`config.mk`:
```
export PLATFORM = sky130hd
export DESIGN_NAME = dmem_arbiter_flat
export DESIGN_NICKNAME = d
export VERILOG_FILES = /design/src/rtl/dmem_arbiter_if.sv /design/src/rtl/dmem_arbiter.sv /design/src/flat_wrapper.sv
export SDC_FILE = /design/constraint.sdc
export NUM_CORES = 1
export LEC_CHECK = 0
export ABC_AREA = 0
export BUFFER_PORTS_ARGS = -buffer_cell sky130_fd_sc_hd__buf_2
export CAP_MARGIN = 20
export CORE_ASPECT_RATIO = 1.2
export CORE_MARGIN = 2
export CORE_UTILIZATION = 41
export CTS_CLUSTER_DIAMETER = 200
export DETAILED_ROUTE_END_ITERATION = 12
export PLACE_DENSITY = 0.76
export SYNTH_ARGS = -nofsm -noshare
export SYNTH_HDL_FRONTEND = slang
export SYNTH_SLANG_ARGS = --single-unit
```
`constraint.sdc`:
```
create_clock -name clk -period 1.8 [get_ports clk]
set_input_delay 0.09 -clock clk [delete_from_list [all_inputs] [get_ports clk]]
set_output_delay 0.09 -clock clk [all_outputs]
set_load 0.02 [all_outputs]
```
`src/rtl/dmem_arbiter_if.sv`:
```
// dmem_arbiter_if: the two requester ports (CPU load/store unit and
// loader/debug DMA), the single-port data memory bus, and the busy flag.
// The arbiter connects through the slave modport. The requesters and the
// memory connect through the master modport.
interface dmem_arbiter_if #(
    parameter int ADDR_W = 16,
    parameter int DATA_W = 32
);
    logic              req0_valid;
    logic              req0_we;
    logic [ADDR_W-1:0] req0_addr;
    logic [DATA_W-1:0] req0_wdata;
    logic              req0_ready;
    logic              rsp0_valid;
    logic [DATA_W-1:0] rsp0_rdata;
    logic              rsp0_err;

    logic              req1_valid;
    logic              req1_we;
    logic [ADDR_W-1:0] req1_addr;
    logic [DATA_W-1:0] req1_wdata;
    logic              req1_ready;
    logic              rsp1_valid;
    logic [DATA_W-1:0] rsp1_rdata;
    logic              rsp1_err;

    logic [ADDR_W-1:0] mem_address;
    logic [DATA_W-1:0] mem_write_data;
    logic              mem_write;
    logic              mem_read;
    logic [DATA_W-1:0] mem_read_data;

    logic              busy;

    modport slave (
        input  req0_valid, req0_we, req0_addr, req0_wdata,
        output req0_ready, rsp0_valid, rsp0_rdata, rsp0_err,
        input  req1_valid, req1_we, req1_addr, req1_wdata,
        output req1_ready, rsp1_valid, rsp1_rdata, rsp1_err,
        output mem_address, mem_write_data, mem_write, mem_read,
        input  mem_read_data,
        output busy
    );

    modport master (
        output req0_valid, req0_we, req0_addr, req0_wdata,
        input  req0_ready, rsp0_valid, rsp0_rdata, rsp0_err,
        output req1_valid, req1_we, req1_addr, req1_wdata,
        input  req1_ready, rsp1_valid, rsp1_rdata, rsp1_err,
        input  mem_address, mem_write_data, mem_write, mem_read,
        output mem_read_data,
        input  busy
    );
endinterface

```
`src/rtl/dmem_arbiter.sv`:
```
// dmem_arbiter: round-robin arbiter and sequencer for the single-port data
// memory. It grants one of two requesters, runs exactly one memory access,
// waits READ_LAT extra cycles on reads, and returns a one-cycle response.
// Optional macro DMEM_ALIGN_CHECK_EN: a misaligned request (addr[1:0] != 0)
// skips the memory access and gets an error response with zero read data.
module dmem_arbiter #(
    parameter int ADDR_W   = 16,
    parameter int DATA_W   = 32,
    parameter int READ_LAT = 0
) (
    input  logic          clk,
    input  logic          rst_n,
    dmem_arbiter_if.slave dmem_io
);
    typedef enum logic [1:0] {S_IDLE, S_ACCESS, S_WAIT, S_RESP} state_e;

    localparam logic [2:0] LAT = 3'(READ_LAT);

    state_e            state_q, state_d;
    logic              last_gnt_q, last_gnt_d;
    logic              gnt_q, gnt_d;
    logic              we_q, we_d;
    logic [ADDR_W-1:0] addr_q, addr_d;
    logic [DATA_W-1:0] wdata_q, wdata_d;
    logic [2:0]        lat_cnt_q, lat_cnt_d;
    logic [DATA_W-1:0] rdata_q [2];
    logic [DATA_W-1:0] rdata_d [2];
`ifdef DMEM_ALIGN_CHECK_EN
    logic [1:0]        err_q, err_d;
`endif

    // On a tie the port that was not granted last time wins. Otherwise the only valid port wins.
    logic              any_valid;
    logic              win_id;
    logic              sel_we;
    logic [ADDR_W-1:0] sel_addr;
    logic [DATA_W-1:0] sel_wdata;

    assign any_valid = dmem_io.req0_valid | dmem_io.req1_valid;
    assign win_id    = (dmem_io.req0_valid & dmem_io.req1_valid) ? ~last_gnt_q
                                                                 : dmem_io.req1_valid;
    assign sel_we    = win_id ? dmem_io.req1_we    : dmem_io.req0_we;
    assign sel_addr  = win_id ? dmem_io.req1_addr  : dmem_io.req0_addr;
    assign sel_wdata = win_id ? dmem_io.req1_wdata : dmem_io.req0_wdata;

    // Next-state logic: grant, access, latency wait and response sequencing
    always_comb begin
        // NOTE: every signal written here gets a default first, so no path can infer a latch.
        state_d    = state_q;
        last_gnt_d = last_gnt_q;
        gnt_d      = gnt_q;
        we_d       = we_q;
        addr_d     = addr_q;
        wdata_d    = wdata_q;
        lat_cnt_d  = lat_cnt_q;
        rdata_d    = rdata_q;
`ifdef DMEM_ALIGN_CHECK_EN
        err_d      = err_q;
`endif
        case (state_q)
            S_IDLE: begin
                if (any_valid) begin
                    gnt_d      = win_id;
                    last_gnt_d = win_id;
                    we_d       = sel_we;
                    addr_d     = sel_addr;
                    wdata_d    = sel_wdata;
                    state_d    = S_ACCESS;
`ifdef DMEM_ALIGN_CHECK_EN
                    if (sel_addr[1:0] != 2'b00) begin
                        rdata_d[win_id] = '0;
                        err_d[win_id]   = 1'b1;
                        state_d         = S_RESP;
                    end
`endif
                end
            end
            S_ACCESS: begin
                if (we_q) begin
                    state_d = S_RESP;
                end else if (LAT == 3'd0) begin
                    rdata_d[gnt_q] = dmem_io.mem_read_data;
                    state_d        = S_RESP;
                end else begin
                    lat_cnt_d = LAT;
                    state_d   = S_WAIT;
                end
            end
            S_WAIT: begin
                lat_cnt_d = lat_cnt_q - 3'd1;
                if (lat_cnt_q == 3'd1) begin
                    rdata_d[gnt_q] = dmem_io.mem_read_data;
                    state_d        = S_RESP;
                end
            end
            S_RESP: begin
                state_d = S_IDLE;
            end
            default: begin
                state_d = S_IDLE;
            end
        endcase
`ifdef DMEM_ALIGN_CHECK_EN
        // A response that comes through the memory path is always error-free.
        if ((state_q == S_ACCESS || state_q == S_WAIT) && state_d == S_RESP) begin
            err_d[gnt_q] = 1'b0;
        end
`endif
    end

    // State and request/response registers
    always_ff @(posedge clk or negedge rst_n) begin
        if (!rst_n) begin
            state_q    <= S_IDLE;
            last_gnt_q <= 1'b1;
            gnt_q      <= 1'b0;
            we_q       <= 1'b0;
            addr_q     <= '0;
            wdata_q    <= '0;
            lat_cnt_q  <= 3'd0;
            rdata_q[0] <= '0;
            rdata_q[1] <= '0;
`ifdef DMEM_ALIGN_CHECK_EN
            err_q      <= 2'b00;
`endif
        end else begin
            // NOTE: use non-blocking assignments for state so that every register samples pre-edge values.
            state_q    <= state_d;
            last_gnt_q <= last_gnt_d;
            gnt_q      <= gnt_d;
            we_q       <= we_d;
            addr_q     <= addr_d;
            wdata_q    <= wdata_d;
            lat_cnt_q  <= lat_cnt_d;
            rdata_q    <= rdata_d;
`ifdef DMEM_ALIGN_CHECK_EN
            err_q      <= err_d;
`endif
        end
    end

    // The strobes decode straight from the state register, so an async reset drops them at once.
    assign dmem_io.mem_write      = (state_q == S_ACCESS) & we_q;
    assign dmem_io.mem_read       = ((state_q == S_ACCESS) | (state_q == S_WAIT)) & ~we_q;
    assign dmem_io.mem_address    = addr_q;
    assign dmem_io.mem_write_data = wdata_q;

    assign dmem_io.req0_ready = (state_q == S_IDLE) & any_valid & ~win_id;
    assign dmem_io.req1_ready = (state_q == S_IDLE) & any_valid &  win_id;
    assign dmem_io.rsp0_valid = (state_q == S_RESP) & ~gnt_q;
    assign dmem_io.rsp1_valid = (state_q == S_RESP) &  gnt_q;
    assign dmem_io.rsp0_rdata = rdata_q[0];
    assign dmem_io.rsp1_rdata = rdata_q[1];
`ifdef DMEM_ALIGN_CHECK_EN
    assign dmem_io.rsp0_err   = err_q[0];
    assign dmem_io.rsp1_err   = err_q[1];
`else
    assign dmem_io.rsp0_err   = 1'b0;
    assign dmem_io.rsp1_err   = 1'b0;
`endif
    assign dmem_io.busy       = (state_q != S_IDLE);
endmodule

```
`src/flat_wrapper.sv`:
```
// flat-port wrapper written by rule: the top's interface ports become plain ports
module dmem_arbiter_flat 
#(
    parameter int ADDR_W   = 16,
    parameter int DATA_W   = 32,
    parameter int READ_LAT = 0
)
  (clk, rst_n, dmem_io_req0_valid, dmem_io_req0_we, dmem_io_req0_addr, dmem_io_req0_wdata, dmem_io_req0_ready, dmem_io_rsp0_valid, dmem_io_rsp0_rdata, dmem_io_rsp0_err, dmem_io_req1_valid, dmem_io_req1_we, dmem_io_req1_addr, dmem_io_req1_wdata, dmem_io_req1_ready, dmem_io_rsp1_valid, dmem_io_rsp1_rdata, dmem_io_rsp1_err, dmem_io_mem_address, dmem_io_mem_write_data, dmem_io_mem_write, dmem_io_mem_read, dmem_io_mem_read_data, dmem_io_busy);
  dmem_arbiter_if #(.ADDR_W(ADDR_W), .DATA_W(DATA_W)) dmem_io_i ();
  input  logic clk;
  input  logic rst_n;
  input wire logic [$bits(dmem_io_i.req0_valid)-1:0] dmem_io_req0_valid;
  input wire logic [$bits(dmem_io_i.req0_we)-1:0] dmem_io_req0_we;
  input wire logic [$bits(dmem_io_i.req0_addr)-1:0] dmem_io_req0_addr;
  input wire logic [$bits(dmem_io_i.req0_wdata)-1:0] dmem_io_req0_wdata;
  output wire logic [$bits(dmem_io_i.req0_ready)-1:0] dmem_io_req0_ready;
  output wire logic [$bits(dmem_io_i.rsp0_valid)-1:0] dmem_io_rsp0_valid;
  output wire logic [$bits(dmem_io_i.rsp0_rdata)-1:0] dmem_io_rsp0_rdata;
  output wire logic [$bits(dmem_io_i.rsp0_err)-1:0] dmem_io_rsp0_err;
  input wire logic [$bits(dmem_io_i.req1_valid)-1:0] dmem_io_req1_valid;
  input wire logic [$bits(dmem_io_i.req1_we)-1:0] dmem_io_req1_we;
  input wire logic [$bits(dmem_io_i.req1_addr)-1:0] dmem_io_req1_addr;
  input wire logic [$bits(dmem_io_i.req1_wdata)-1:0] dmem_io_req1_wdata;
  output wire logic [$bits(dmem_io_i.req1_ready)-1:0] dmem_io_req1_ready;
  output wire logic [$bits(dmem_io_i.rsp1_valid)-1:0] dmem_io_rsp1_valid;
  output wire logic [$bits(dmem_io_i.rsp1_rdata)-1:0] dmem_io_rsp1_rdata;
  output wire logic [$bits(dmem_io_i.rsp1_err)-1:0] dmem_io_rsp1_err;
  output wire logic [$bits(dmem_io_i.mem_address)-1:0] dmem_io_mem_address;
  output wire logic [$bits(dmem_io_i.mem_write_data)-1:0] dmem_io_mem_write_data;
  output wire logic [$bits(dmem_io_i.mem_write)-1:0] dmem_io_mem_write;
  output wire logic [$bits(dmem_io_i.mem_read)-1:0] dmem_io_mem_read;
  input wire logic [$bits(dmem_io_i.mem_read_data)-1:0] dmem_io_mem_read_data;
  output wire logic [$bits(dmem_io_i.busy)-1:0] dmem_io_busy;
  assign dmem_io_i.req0_valid = dmem_io_req0_valid;
  assign dmem_io_i.req0_we = dmem_io_req0_we;
  assign dmem_io_i.req0_addr = dmem_io_req0_addr;
  assign dmem_io_i.req0_wdata = dmem_io_req0_wdata;
  assign dmem_io_req0_ready = dmem_io_i.req0_ready;
  assign dmem_io_rsp0_valid = dmem_io_i.rsp0_valid;
  assign dmem_io_rsp0_rdata = dmem_io_i.rsp0_rdata;
  assign dmem_io_rsp0_err = dmem_io_i.rsp0_err;
  assign dmem_io_i.req1_valid = dmem_io_req1_valid;
  assign dmem_io_i.req1_we = dmem_io_req1_we;
  assign dmem_io_i.req1_addr = dmem_io_req1_addr;
  assign dmem_io_i.req1_wdata = dmem_io_req1_wdata;
  assign dmem_io_req1_ready = dmem_io_i.req1_ready;
  assign dmem_io_rsp1_valid = dmem_io_i.rsp1_valid;
  assign dmem_io_rsp1_rdata = dmem_io_i.rsp1_rdata;
  assign dmem_io_rsp1_err = dmem_io_i.rsp1_err;
  assign dmem_io_mem_address = dmem_io_i.mem_address;
  assign dmem_io_mem_write_data = dmem_io_i.mem_write_data;
  assign dmem_io_mem_write = dmem_io_i.mem_write;
  assign dmem_io_mem_read = dmem_io_i.mem_read;
  assign dmem_io_i.mem_read_data = dmem_io_mem_read_data;
  assign dmem_io_busy = dmem_io_i.busy;
  dmem_arbiter #(.ADDR_W(ADDR_W), .DATA_W(DATA_W), .READ_LAT(READ_LAT)) u_core (.clk(clk), .rst_n(rst_n), .dmem_io(dmem_io_i));
endmodule
```
## Word-level counts from Yosys, hierarchy flattened

Cells that the tools add are included.

| word-level totals | value |
|---|---|
| register bits after elaboration | 120 |
| input bits | 134 |
| output and inout bits | 121 |

| operators by class | value |
|---|---|
| add/sub/neg operators | 1 |
| order comparisons | 2 |
| equality and inequality tests | 7 |
| muxes and demuxes | 13 |
| bitwise operators | 15 |
| reductions and logical operators | 7 |

Operators with widths:

| cell | number |
|---|---|
| 64-bit two-way mux | 2 |
| 64-bit one-hot mux with 2 select lines | 1 |
| 64-bit bitwise mux | 1 |
| 32-bit two-way mux | 2 |
| 32-bit demux with 1-bit select | 1 |
| 16-bit two-way mux | 1 |
| 1-bit bitwise AND | 8 |
| 2-bit one-hot mux with 4 select lines | 1 |
| 2-bit == test, second input constant | 2 |
| 2-bit two-way mux | 2 |
| 2-bit by 1-bit inequality test with 1-bit output, second input constant | 2 |
| 1-bit inverter | 4 |
| 2-bit AND reduction | 2 |
| 2-bit nonzero test | 2 |
| 3-bit by 1-bit == test with 1-bit output, second input constant | 1 |
| 3-bit AND reduction | 1 |
| 3-bit by 1-bit subtractor with 3-bit output, second input constant | 1 |
| 2-bit by 1-bit == test with 1-bit output, second input constant | 1 |
| 2-bit >= comparator, second input constant | 1 |
| 2-bit zero test | 1 |
| 2-bit by 1-bit < comparator with 1-bit output, second input constant | 1 |
| 1-bit two-way mux | 2 |
| 2-bit inequality test, second input constant | 1 |
| 1-bit inverter with 2-bit output | 1 |
| 2 further kinds | 3 |

## Depth between registers and ports, before layout

Gate-level depths: netlist (run 1).

| logic depth | value |
|---|---|
| word-level depth | 8 |
| mapped depth | 6 |
| gate-level depth less buffers | 5 |

## Worst setup path after synthesis (run 1)

Ideal clock, no wire load.

| timing | value |
|---|---|
| path kind | reg2reg |
| from | reg u_core.state_q[0] |
| to | reg u_core.rdata_q, in the netlist u_core.dmem_io.rsp0_rdata[10] |
| arrival | 1771 ps |
| required time | 1675 ps |
| setup slack | -96 ps |
| cell stages (with the launch flop) | 7 |
| path buffers | 2 |
| clock period less this slack | 1896 ps |
| path through | dfrtp_1 > inv_1 > ha_1 > clkbuf_1 > a2111oi_4 > buf_6 > mux2_2 |

| on the way | value |
|---|---|
| word-level cells in the longest chain between the ends | 3 |
| elaborated cells between the ends (all ways) | 7 |
| classes of those cells | 4 x eq/ne; 1 x mux; 2 x reduce/logical |

RTL lines:

| element | line | RTL |
|---|---|---|
| start, declared | dmem_arbiter.sv:19 | `state_e state_q, state_d;` |
| start signal, assigned | dmem_arbiter.sv:128 | `state_q <= state_d;` |
| 2-bit by 1-bit == test with 1-bit output or 2-bit == test (tied branches) | dmem_arbiter.sv:60 | `case (state_q)` |
| 2-bit inequality test (no source line) (tied with other cells) | -- |  |
| 3-bit AND reduction (no source line) | -- |  |
| end signal, assigned | dmem_arbiter.sv:135 | `rdata_q <= rdata_d;` |
| end, declared | dmem_arbiter.sv:26 | `logic [DATA_W-1:0] rdata_q [2];` |

Parallel ways exist; a longest one is shown, timed or not.
A chain may end at the register's enable or synchronous reset.

## Worst setup path in the final report (run 1)

| timing | value |
|---|---|
| from | reg u_core.state_q[0] |
| to | reg u_core.rdata_q, in the netlist u_core.dmem_io.rsp0_rdata[16] |

Same word-level chain as after synthesis.

==> results of run 1 <==
registers in the layout, indices dropped and copies added (netlist names):
signal	count
u_core.dmem_io.mem_address	16
u_core.dmem_io.mem_write_data	32
u_core.dmem_io.rsp0_rdata	32
u_core.dmem_io.rsp1_rdata	32
u_core.gnt_q	1
u_core.last_gnt_q	1
u_core.lat_cnt_q	3
u_core.state_q	2
u_core.we_q	1
through the flow:
step	setup WS [ns]	utilization, %	area (µm²)	instances
2_1_floorplan	-0.0736	-	4970	349
3_3_place_gp	-0.0423	54.8	6540	749
3_5_place_dp	-0.145	54.8	6540	749
4_1_cts	-0.0827	70.1	8380	882
5_1_grt	-0.169	72.2	8620	897
6_report	-0.143	72.2	8620	897
layout make-up:
class	count	area, µm²	share of cell area, %
Clock inverter	14	198	2.29
Inverter	6	25.0	0.290
Timing Repair Buffer	384	2780	32.3
Sequential cell	120	3000	34.8
Multi-Input combinational cell	194	1970	22.8
Tap cell	161	201	2.34
Clock buffer	18	439	5.09
how the worst min path moves through the flow:
stage          slack [ns]  cells past startpoint                                 to              startpoint
5_1_grt              0.02                      3  u_core.dmem_io.mem_write_data[19]  dmem_io_req0_wdata[19]
3_3_place_gp        0.005                      1      u_core.dmem_io.rsp1_rdata[10]                   rst_n
4_1_cts             0.002                      3      u_core.dmem_io.mem_address[2]    dmem_io_req0_addr[2]
6_report             0.01                      3  u_core.dmem_io.mem_write_data[13]  dmem_io_req0_wdata[13]
2_1_floorplan       -0.21                      0      u_core.dmem_io.mem_address[0]                   rst_n
3_5_place_dp        0.004                      1       u_core.dmem_io.rsp0_rdata[9]                   rst_n
cells in the final DEF, fill, tap and decap left out, drive strengths merged, types with 2 or more instances in the layout:
master         n
dlygate4sd3   92
dfrtp        119
nand2          3
a21o           2
clkinv         7
and2           4
buf          287
ha             6
bufinv         4
and3          49
clkbuf        22
mux2i          3
nand2b         2
conb           2
inv            8
mux2          64
a221o         49
nor2           2
timing repair:
item / CTS / global route
gates cloned: 4 / 5
pin swaps: 3 / 2
buffers inserted: 5 / 10
resized for setup: 38 / 15
hold buffers: 92 / 0
endpoints found under the setup margin: 34 / 67
hold endpoints to repair: 232 / 0
critical path, stage by stage (launching register included):
cell and delay (ns):
dfrtp_1 0.40, buf_6 0.13, ha_4 0.15, and2_4 0.16
a2111oi_4 0.29, buf_6 0.22, buf_16 0.15, mux2_2 0.33
layer usage:
metal  global-route usage, %  wire [µm]
met2                    45.5       9320
met5                       0          0
met4                    11.7        624
met1                    28.3       6490
met3                    6.02       1130
power by group through the flow:
stage | logic, µW | clock network [µW] | registers (µW)
CTS | 8260 | 3640 | 4860
finish | 8980 | 3610 | 4970
global placement | 6830 | 0 | 4820
global route | 9410 | 3790 | 5100
floorplan | 3100 | 0 | 6360
detailed placement | 7050 | 0 | 4860
kinds of logic after synthesis:
family	after synthesis	synth area share (%)
multiplexers	67	15.1
adder cells (fa/ha/maj)	6	1.51
other	1	0.0757
AND/OR/NAND/NOR	61	7.65
flip-flops	120	60.6
XOR/XNOR	2	0.354
buffers and inverters	35	3.36
AO/OA/AOI/OAI	56	11.3
==> run metrics, run 1 <==
status=complete, but fails checks; failing checks=negative setup slack; Net Switching=6630 µW; RR Startpoint=u_core.state_q[0]; vias in the first global route=4952; sequential share of power=28.3%; Sw Share=37.7%; row cnt=44; WL/cell=19.6 µm; flop-to-flop setup slack=-0.14 ns; die height=124 µm; DP Wirelength=8.95 mm; most frequent cells after synthesis=119 x dfrtp_1, 62 x mux2_2, 49 x a221o_1, 49 x and3_1, 20 x clkbuf_1; Post-synth EDFFs=0; Int Pwr=10900 µW; Worst-path clk slew=0.06 ns; crit path to=u_core.dmem_io.rsp0_rdata[16]; Top FF cell, synth=dfrtp_1; I/O pins=255; clk sinks=120; worst setup path startpoint=u_core.state_q[0]; post-synth top area cell=dfrtp_1; GRT Util Overall=25.4%; PortBufs=252; Post-Synthesis Cells=348; Die Width=104 µm; Worst Hold Class=input pin to flop; DR pass1 iterations=4; fin nets=863; Setup Skew=0.0102 ns; critical path fanouts, max=8; Setup violations, final=64; Period minus WS final=1.94 ns; Detail Route Antenna Nets=0; Setup Crit Path Kind=flop to flop; antenna violations before repair=0; first-pass GRT wire length=25.8 mm; final worst slack=-0.143 ns; Hold Fails Final Rpt=0; grt total ovfl=0; Max Cap Viol=0; WL final=17.6 mm; combinational fraction of design power=51.1%; GPL Wtd Cong=0.803; total CTS buffers=17; post-layout power=17600 µW; Skew-Pair Late Insertion Delay=0.41 ns; Clock Path Buffers=2; mean number of vias per cell=5.22; hold slack=0.0137 ns; Ant. Diodes=0; max-slew violations=0; synthesized area=4960 µm²; clock share of power=20.6%; asr flop ratio synth=100%; Core Region=11900 µm²; FMAX=0.515 GHz; Starting DRT DRC Count=236; #FFs+latches synth=120; CP Launch Type=flop; DIE AREA=13000 µm²; Sum Neg Setup Slack=-6.27 ns; reg2reg path depth=7; peak supply drop=1.05 mV; crit end category=flop; routed via count=4678; power per cell area=2040 nW/µm²; yosys warns=0; fill count=772; largest net degree at the start of global routing=51; static leakage=0.00446 µW; RSZ-0062 raised after global routing=yes; area grow syn2layout=73.9%; r2r endpoint=u_core.dmem_io.rsp0_rdata[16]; Synth area leaders=dfrtp_1 60%, mux2_2 14%, a221o_1 9.9%; CTS tree=done; Required @ worst endpoint=2.09 ns; share of layout cells above drive strength 1=54.9%; Netlist cell types=29; Initial Util=41.5%; H-Tree Depth=4; syn avg cell area=14.2 µm²; CP arrival=2.23 ns; share of the synthesized area in the top cell type=60.1%; count leader, synth=dfrtp_1; Seq/Total Area, Yosys=60.6%; CTS Root Cell=clkbuf_16; DRC errors left=0; period utilization=108%
No activity file was read; power rests on OpenSTA's default activity.
==> run 2, diff against run 1 <==
--- a/config.mk
+++ b/config.mk
@@ -9,9 +9,7 @@
 export BUFFER_PORTS_ARGS = -buffer_cell sky130_fd_sc_hd__buf_2
 export CAP_MARGIN = 20
 export CORE_ASPECT_RATIO = 1.2
-export CORE_MARGIN = 2
 export CORE_UTILIZATION = 41
-export CTS_CLUSTER_DIAMETER = 200
 export DETAILED_ROUTE_END_ITERATION = 12
 export PLACE_DENSITY = 0.76
 export SYNTH_ARGS = -nofsm -noshare
==> run 2 against run 1 <==
  * The run still ends with negative setup slack left
  * First-iteration DRC count is 25% lower
  * Sequential cell count stayed put
  * Via count grew 0.11%
  * Die area decreased by 3.5%
  * Clock power grew 1%
  * Worst setup slack worse by 0.0069 ns
  * Sequential power barely moved
  * Critical endpoint is now u_core.dmem_io.rsp0_rdata[9]
  * Clock skew down 0.0030 ns
  * Clock-buffer cell count decreased by 1
  * Largest cell class unchanged
  * Global-route usage decreased by 0.65 points
  * Total power is 1.0% lower
  * Wire length fell by 1.8%
  * Largest power group unchanged
==> run metrics, run 2 (same netlist as run 1, synthesis figures left out) <==
multi-input logic area=1960 µm² (-0.51%); status=complete, but fails checks; Setup violations, final=57 (-11%); Hold Fails Final Rpt=0 (unchanged); WL final=17.3 mm (-1.8%); Worst-path clk slew=0.06 ns (about the same); DP Wirelength=9.10 mm (+1.6%); H-Tree Depth=4 (unchanged); vias in the first global route=4723 (-4.6%); critical path fanouts, max=8 (unchanged); max-slew violations=0 (unchanged); Die Width=102 µm (-1.9%); DR pass1 iterations=4 (unchanged); antenna violations before repair=0 (unchanged); DRC errors left=0 (unchanged); total CTS buffers=17 (unchanged); Initial Util=42.4% (+0.96 points); area grow syn2layout=70.7%; failing checks=negative setup slack; CP arrival=2.23 ns (about the same); Required @ worst endpoint=2.08 ns (about the same); crit-path leading delay family=buffers and inverters; first-pass GRT wire length=23.4 mm (-9.6%); Starting DRT DRC Count=177 (-25%); mean number of vias per cell=5.32 (+2.0%); most common cell after layout, fill and taps aside=buf_2; Core Region=11700 µm² (-2.3%); routed via count=4683 (+0.11%); Worst path max stage delay=0.40 ns (about the same); fin nets=850 (-1.5%); Worst Hold Class=input pin to flop; flop-to-flop setup slack=-0.15 ns (about the same); GRT Util Overall=24.7% (-0.65 points); Ant. Diodes=0 (unchanged); DP Worst Slack=-0.137 ns (+0.00789 ns); die height=122 µm (-1.6%); I/O pins=255 (unchanged); Setup Skew=0.00720 ns (-0.00299 ns); commonest cells after routing, fill and taps aside=249 x buf_2, 119 x dfrtp_1, 85 x dlygate4sd3_1, 49 x and3_1, 49 x a221o_1; largest net degree at the start of global routing=51 (unchanged); share of layout cells above drive strength 1=55.0% (+0.16 points); row cnt=43 (-2.3%); Setup Crit Path Kind=flop to flop; GPL Wtd Cong=0.766 (-4.6%); crit end category=flop; PortBufs=252 (unchanged); final worst slack=-0.150 ns (-0.00688 ns); Clock Path Buffers=2 (unchanged); period utilization=108% (+0.38 points); CTS Root Cell=clkbuf_16; peak supply drop=0.899 mV (-14%); register area=3000 µm² (unchanged); Detail Route Antenna Nets=0 (unchanged); static leakage=0.00438 µW (-1.8%); CP cell instances=inv_2 > ha_4 > inv_4 > a2111oi_4 > buf_6 > clkbuf_16 > mux2_4; Sum Neg Setup Slack=-4.48 ns (+1.79 ns); Skew-Pair Late Insertion Delay=0.40 ns (about the same); Buf+Inv Stages, Crit Path=4 (+1); FMAX=0.513 GHz (-0.35%); CP Launch Type=flop; power per cell area=2060 nW/µm² (+0.86%); Period minus WS final=1.95 ns (+0.00688 ns); RSZ-0062 raised after global routing=yes; clk sinks=120 (unchanged); Max Cap Viol=0 (unchanged); DIE AREA=12500 µm² (-3.5%); WL/cell=19.6 µm (+0.14%); CTS tree=done; fill count=776 (+0.52%); grt total ovfl=0 (unchanged); Critical Path Slowest Stage Cell=dfrtp_1
## run 2: repair_timing
action / in CTS / in global routing
gates cloned: 2 / 6
hold buffers: 85 / 0
buffers inserted: 3 / 5
pin swaps: 0 / 6
setup endpoints to repair: 35 / 96
hold endpoints to repair: 145 / 0
resized for setup: 10 / 43
## run 2: power breakdown
part / switching, µW / leakage [µW] / internal (µW)
clock: 1300 / 0.000309 / 2350
sequential: 831 / 0.00144 / 4110
combinational: 4490 / 0.00263 / 4300
total: 6620 / 0.00438 / 10800
## run 2: final timing paths
check                      cells past startpoint                   start                                 to
max                                            7       u_core.state_q[0]       u_core.dmem_io.rsp0_rdata[9]
min                                            3  dmem_io_req0_wdata[17]  u_core.dmem_io.mem_write_data[17]
max reg2reg                                    7       u_core.state_q[0]       u_core.dmem_io.rsp0_rdata[9]
min reg2reg                                    1     u_core.lat_cnt_q[2]                u_core.lat_cnt_q[2]
max in group asynchronous                      3                   rst_n      u_core.dmem_io.rsp1_rdata[14]
min in group asynchronous                      2                   rst_n       u_core.dmem_io.rsp1_rdata[3]
## run 2: metal layers
layer / track usage, % / vias up / share of wire [%]
li1: - / 2042 / -
met1: 26.2 / 2304 / 37
met2: 45.5 / 287 / 53
met3: 6.55 / 50 / 6.6
met4: 10.7 / 0 / 3.4
met5: 0 / - / 0
## run 2: through the flow
stage                     total power [µW]  utilization (%)  std cells  area, µm²  hold WS (ns)
after global routing                 18100             72.4        880       8460        0.0178
final                                17400             72.4        880       8460        0.0196
after CTS                            16000             69.8        869       8140       0.00134
after global placement               11600             55.9        747       6530        0.0755
after detailed placement             11900             55.9        747       6530        0.0808
after floorplan                       9460                -        349       4970        -0.206
## run 2: area by class of cell
class	count	share of cell area (%)
well taps	157	2.32
inverters	6	0.296
multi-input cells	194	23.2
clock buffers	17	5.03
flip-flops and latches	120	35.5
repair buffers	371	31.1
clock inverters	15	2.54
## run 2: worst min-delay path: cells and delay by family
family / cells / cell delay (ns)
simple gates: 1 / 0.13
compound gates: 1 / 0.10
buf+inv: 1 / 0.07
==> run 3, diff against run 2 <==
--- a/config.mk
+++ b/config.mk
@@ -11,6 +11,7 @@
 export CORE_ASPECT_RATIO = 1.2
 export CORE_UTILIZATION = 41
 export DETAILED_ROUTE_END_ITERATION = 12
+export MAX_ROUTING_LAYER = met4
 export PLACE_DENSITY = 0.76
 export SYNTH_ARGS = -nofsm -noshare
 export SYNTH_HDL_FRONTEND = slang
==> run 3 against run 2 <==
  * The run still ends with negative setup slack left
  * Global-route usage increased by 0.80 points
  * Non-clock buffer count increased by 1
  * Design area grew 0.40%
  * Via count is 0.73% lower
  * Largest cell class unchanged
  * Utilization rose by 0.29 points
  * Critical endpoint is now u_core.dmem_io.rsp0_rdata[5]
==> run metrics, run 3 (same netlist as run 1, synthesis figures left out) <==
peak supply drop=0.921 mV (+2.5%); Worst-path clk slew=0.06 ns (about the same); Period minus WS final=1.94 ns (-0.00966 ns); Setup Crit Path Kind=flop to flop; share of layout cells above drive strength 1=55.2% (+0.20 points); Setup violations, final=64 (+12%); row cnt=43 (unchanged); Worst Hold Class=input pin to flop; GPL Wtd Cong=0.777 (+1.3%); grt total ovfl=0 (unchanged); Required @ worst endpoint=2.08 ns (about the same); critical path fanouts, max=8 (unchanged); Hold Fails Final Rpt=0 (unchanged); DR pass1 iterations=4 (unchanged); Clock Path Buffers=2 (unchanged); PortBufs=252 (unchanged); crit end category=flop; antenna violations before repair=1 (+1); vias in the first global route=4717 (-0.13%); fill count=775 (-0.13%); die height=122 µm (unchanged); total CTS buffers=17 (unchanged); power per cell area=2060 nW/µm² (+0.29%); CTS Root Cell=clkbuf_16; CP arrival=2.22 ns (about the same); first-pass GRT wire length=23.4 mm (about the same); WL final=17.5 mm (+1.4%); Placed Cells=747 (unchanged); DRC errors left=0 (unchanged); Starting DRT DRC Count=178 (+0.56%); DP Wirelength=9.10 mm (unchanged); clk sinks=120 (unchanged); period utilization=108% (-0.54 points); Initial Util=42.4% (unchanged); max-slew violations=0 (unchanged); Core Region=11700 µm² (unchanged); Critical Path Slowest Stage Cell=dfrtp_1; status=complete, but fails checks; most common cell after layout, fill and taps aside=buf_2; GRT Util Overall=25.5% (+0.80 points); final worst slack=-0.141 ns (+0.00966 ns); Buf+Inv Stages, Crit Path=4 (unchanged); CP Launch Type=flop; post-layout power=17500 µW (+0.69%); FMAX=0.515 GHz (+0.50%); crit-path leading delay family=buffers and inverters; CTS tree=done; Max Cap Viol=0 (unchanged); I/O pins=255 (unchanged); Skew-Pair Late Insertion Delay=0.40 ns (about the same); failing checks=negative setup slack; static leakage=0.00440 µW (+0.40%); Sum Neg Setup Slack=-4.77 ns (-0.292 ns); H-Tree Depth=4 (unchanged); area grow syn2layout=71.3%; Die Width=102 µm (unchanged); Worst path max stage delay=0.40 ns (about the same); commonest cells after routing, fill and taps aside=249 x buf_2, 119 x dfrtp_1, 85 x dlygate4sd3_1, 49 x and3_1, 49 x a221o_1; DIE AREA=12500 µm² (unchanged); routed via count=4649 (-0.73%); fin cells=882 (+0.23%); WL/cell=19.8 µm (+1.2%); Detail Route Antenna Nets=0 (unchanged); hold slack=0.0238 ns (+0.00414 ns); largest net degree at the start of global routing=51 (unchanged); Setup Skew=0.00660 ns (-0.000600 ns); RSZ-0062 raised after global routing=yes; fin nets=851 (+0.12%); CP cell instances=inv_2 > ha_4 > inv_4 > a2111oi_4 > buf_6 > clkbuf_16 > mux2_4; mean number of vias per cell=5.27 (-0.95%)
-- run 3: path summary, 6_finish.rpt --
kind	start	end	slack [ns]	cells past startpoint
setup reg to reg	u_core.state_q[0]	u_core.dmem_io.rsp0_rdata[5]	-0.14	7
max in group asynchronous	rst_n	u_core.dmem_io.rsp0_rdata[14]	0.99	3
hold / removal	dmem_io_req0_wdata[17]	u_core.dmem_io.mem_write_data[17]	0.02	3
min in group asynchronous	rst_n	u_core.dmem_io.rsp0_rdata[19]	0.19	2
hold reg to reg	u_core.lat_cnt_q[2]	u_core.lat_cnt_q[2]	0.49	1
setup / recovery	u_core.state_q[0]	u_core.dmem_io.rsp0_rdata[5]	-0.14	7
-- run 3: metal layers --
| metal | vias up | routed length (µm) | track usage (%) |
|---|---|---|---|
| met5 | - | 0 | - |
| met4 | 0 | 596 | 10.4 |
| met3 | 56 | 1050 | 6.21 |
| met2 | 276 | 9380 | 45.5 |
| met1 | 2276 | 6480 | 26.7 |
| li1 | 2041 | - | - |
-- run 3: what timing repair did --
| item | 4_1_cts | 5_1_grt |
|---|---|---|
| gates resized for setup | 10 | 45 |
| setup endpoints to repair | 35 | 96 |
| gates cloned | 2 | 7 |
| pin swaps | 0 | 6 |
| hold buffers | 85 | 0 |
| setup buffers | 3 | 5 |
| endpoints found under the hold margin | 145 | 0 |
-- run 3: worst reg2reg max path: cells and delay by family (launching register included) --
| family | cells | cell delay [ns] |
|---|---|---|
| AOI/OAI and AO/OA | 1 | 0.32 |
| adders and majority gates | 1 | 0.29 |
| buffers and inverters | 4 | 0.51 |
| DFF | 1 | 0.40 |
| muxes | 1 | 0.31 |
-- run 3: final cells by class --
class | instances | area (µm²) | share of cell area, %
well taps | 157 | 196 | 2.31
multi-input cells | 194 | 1970 | 23.1
clock inverters | 15 | 215 | 2.53
flip-flops and latches | 120 | 3000 | 35.4
clock buffers | 17 | 425 | 5.01
repair buffers | 372 | 2660 | 31.3
inverters | 6 | 25.0 | 0.295
diodes | 1 | 2.50 | 0.0295
-- run 3: power breakdown --
part | leakage [µW] | switching, µW | internal, µW
combinational | 0.00265 | 4530 | 4370
sequential | 0.00144 | 837 | 4110
clock | 0.000309 | 1300 | 2350
-- run 3: metrics by stage --
stage | area [µm²] | worst slack [ns] | util [%]
after floorplan | 4970 | -0.0736 | -
after global placement | 6530 | -0.0377 | 55.9
after detailed placement | 6530 | -0.137 | 55.9
after CTS | 8140 | -0.0985 | 69.8
after global routing | 8490 | -0.188 | 72.7
final | 8490 | -0.141 | 72.7
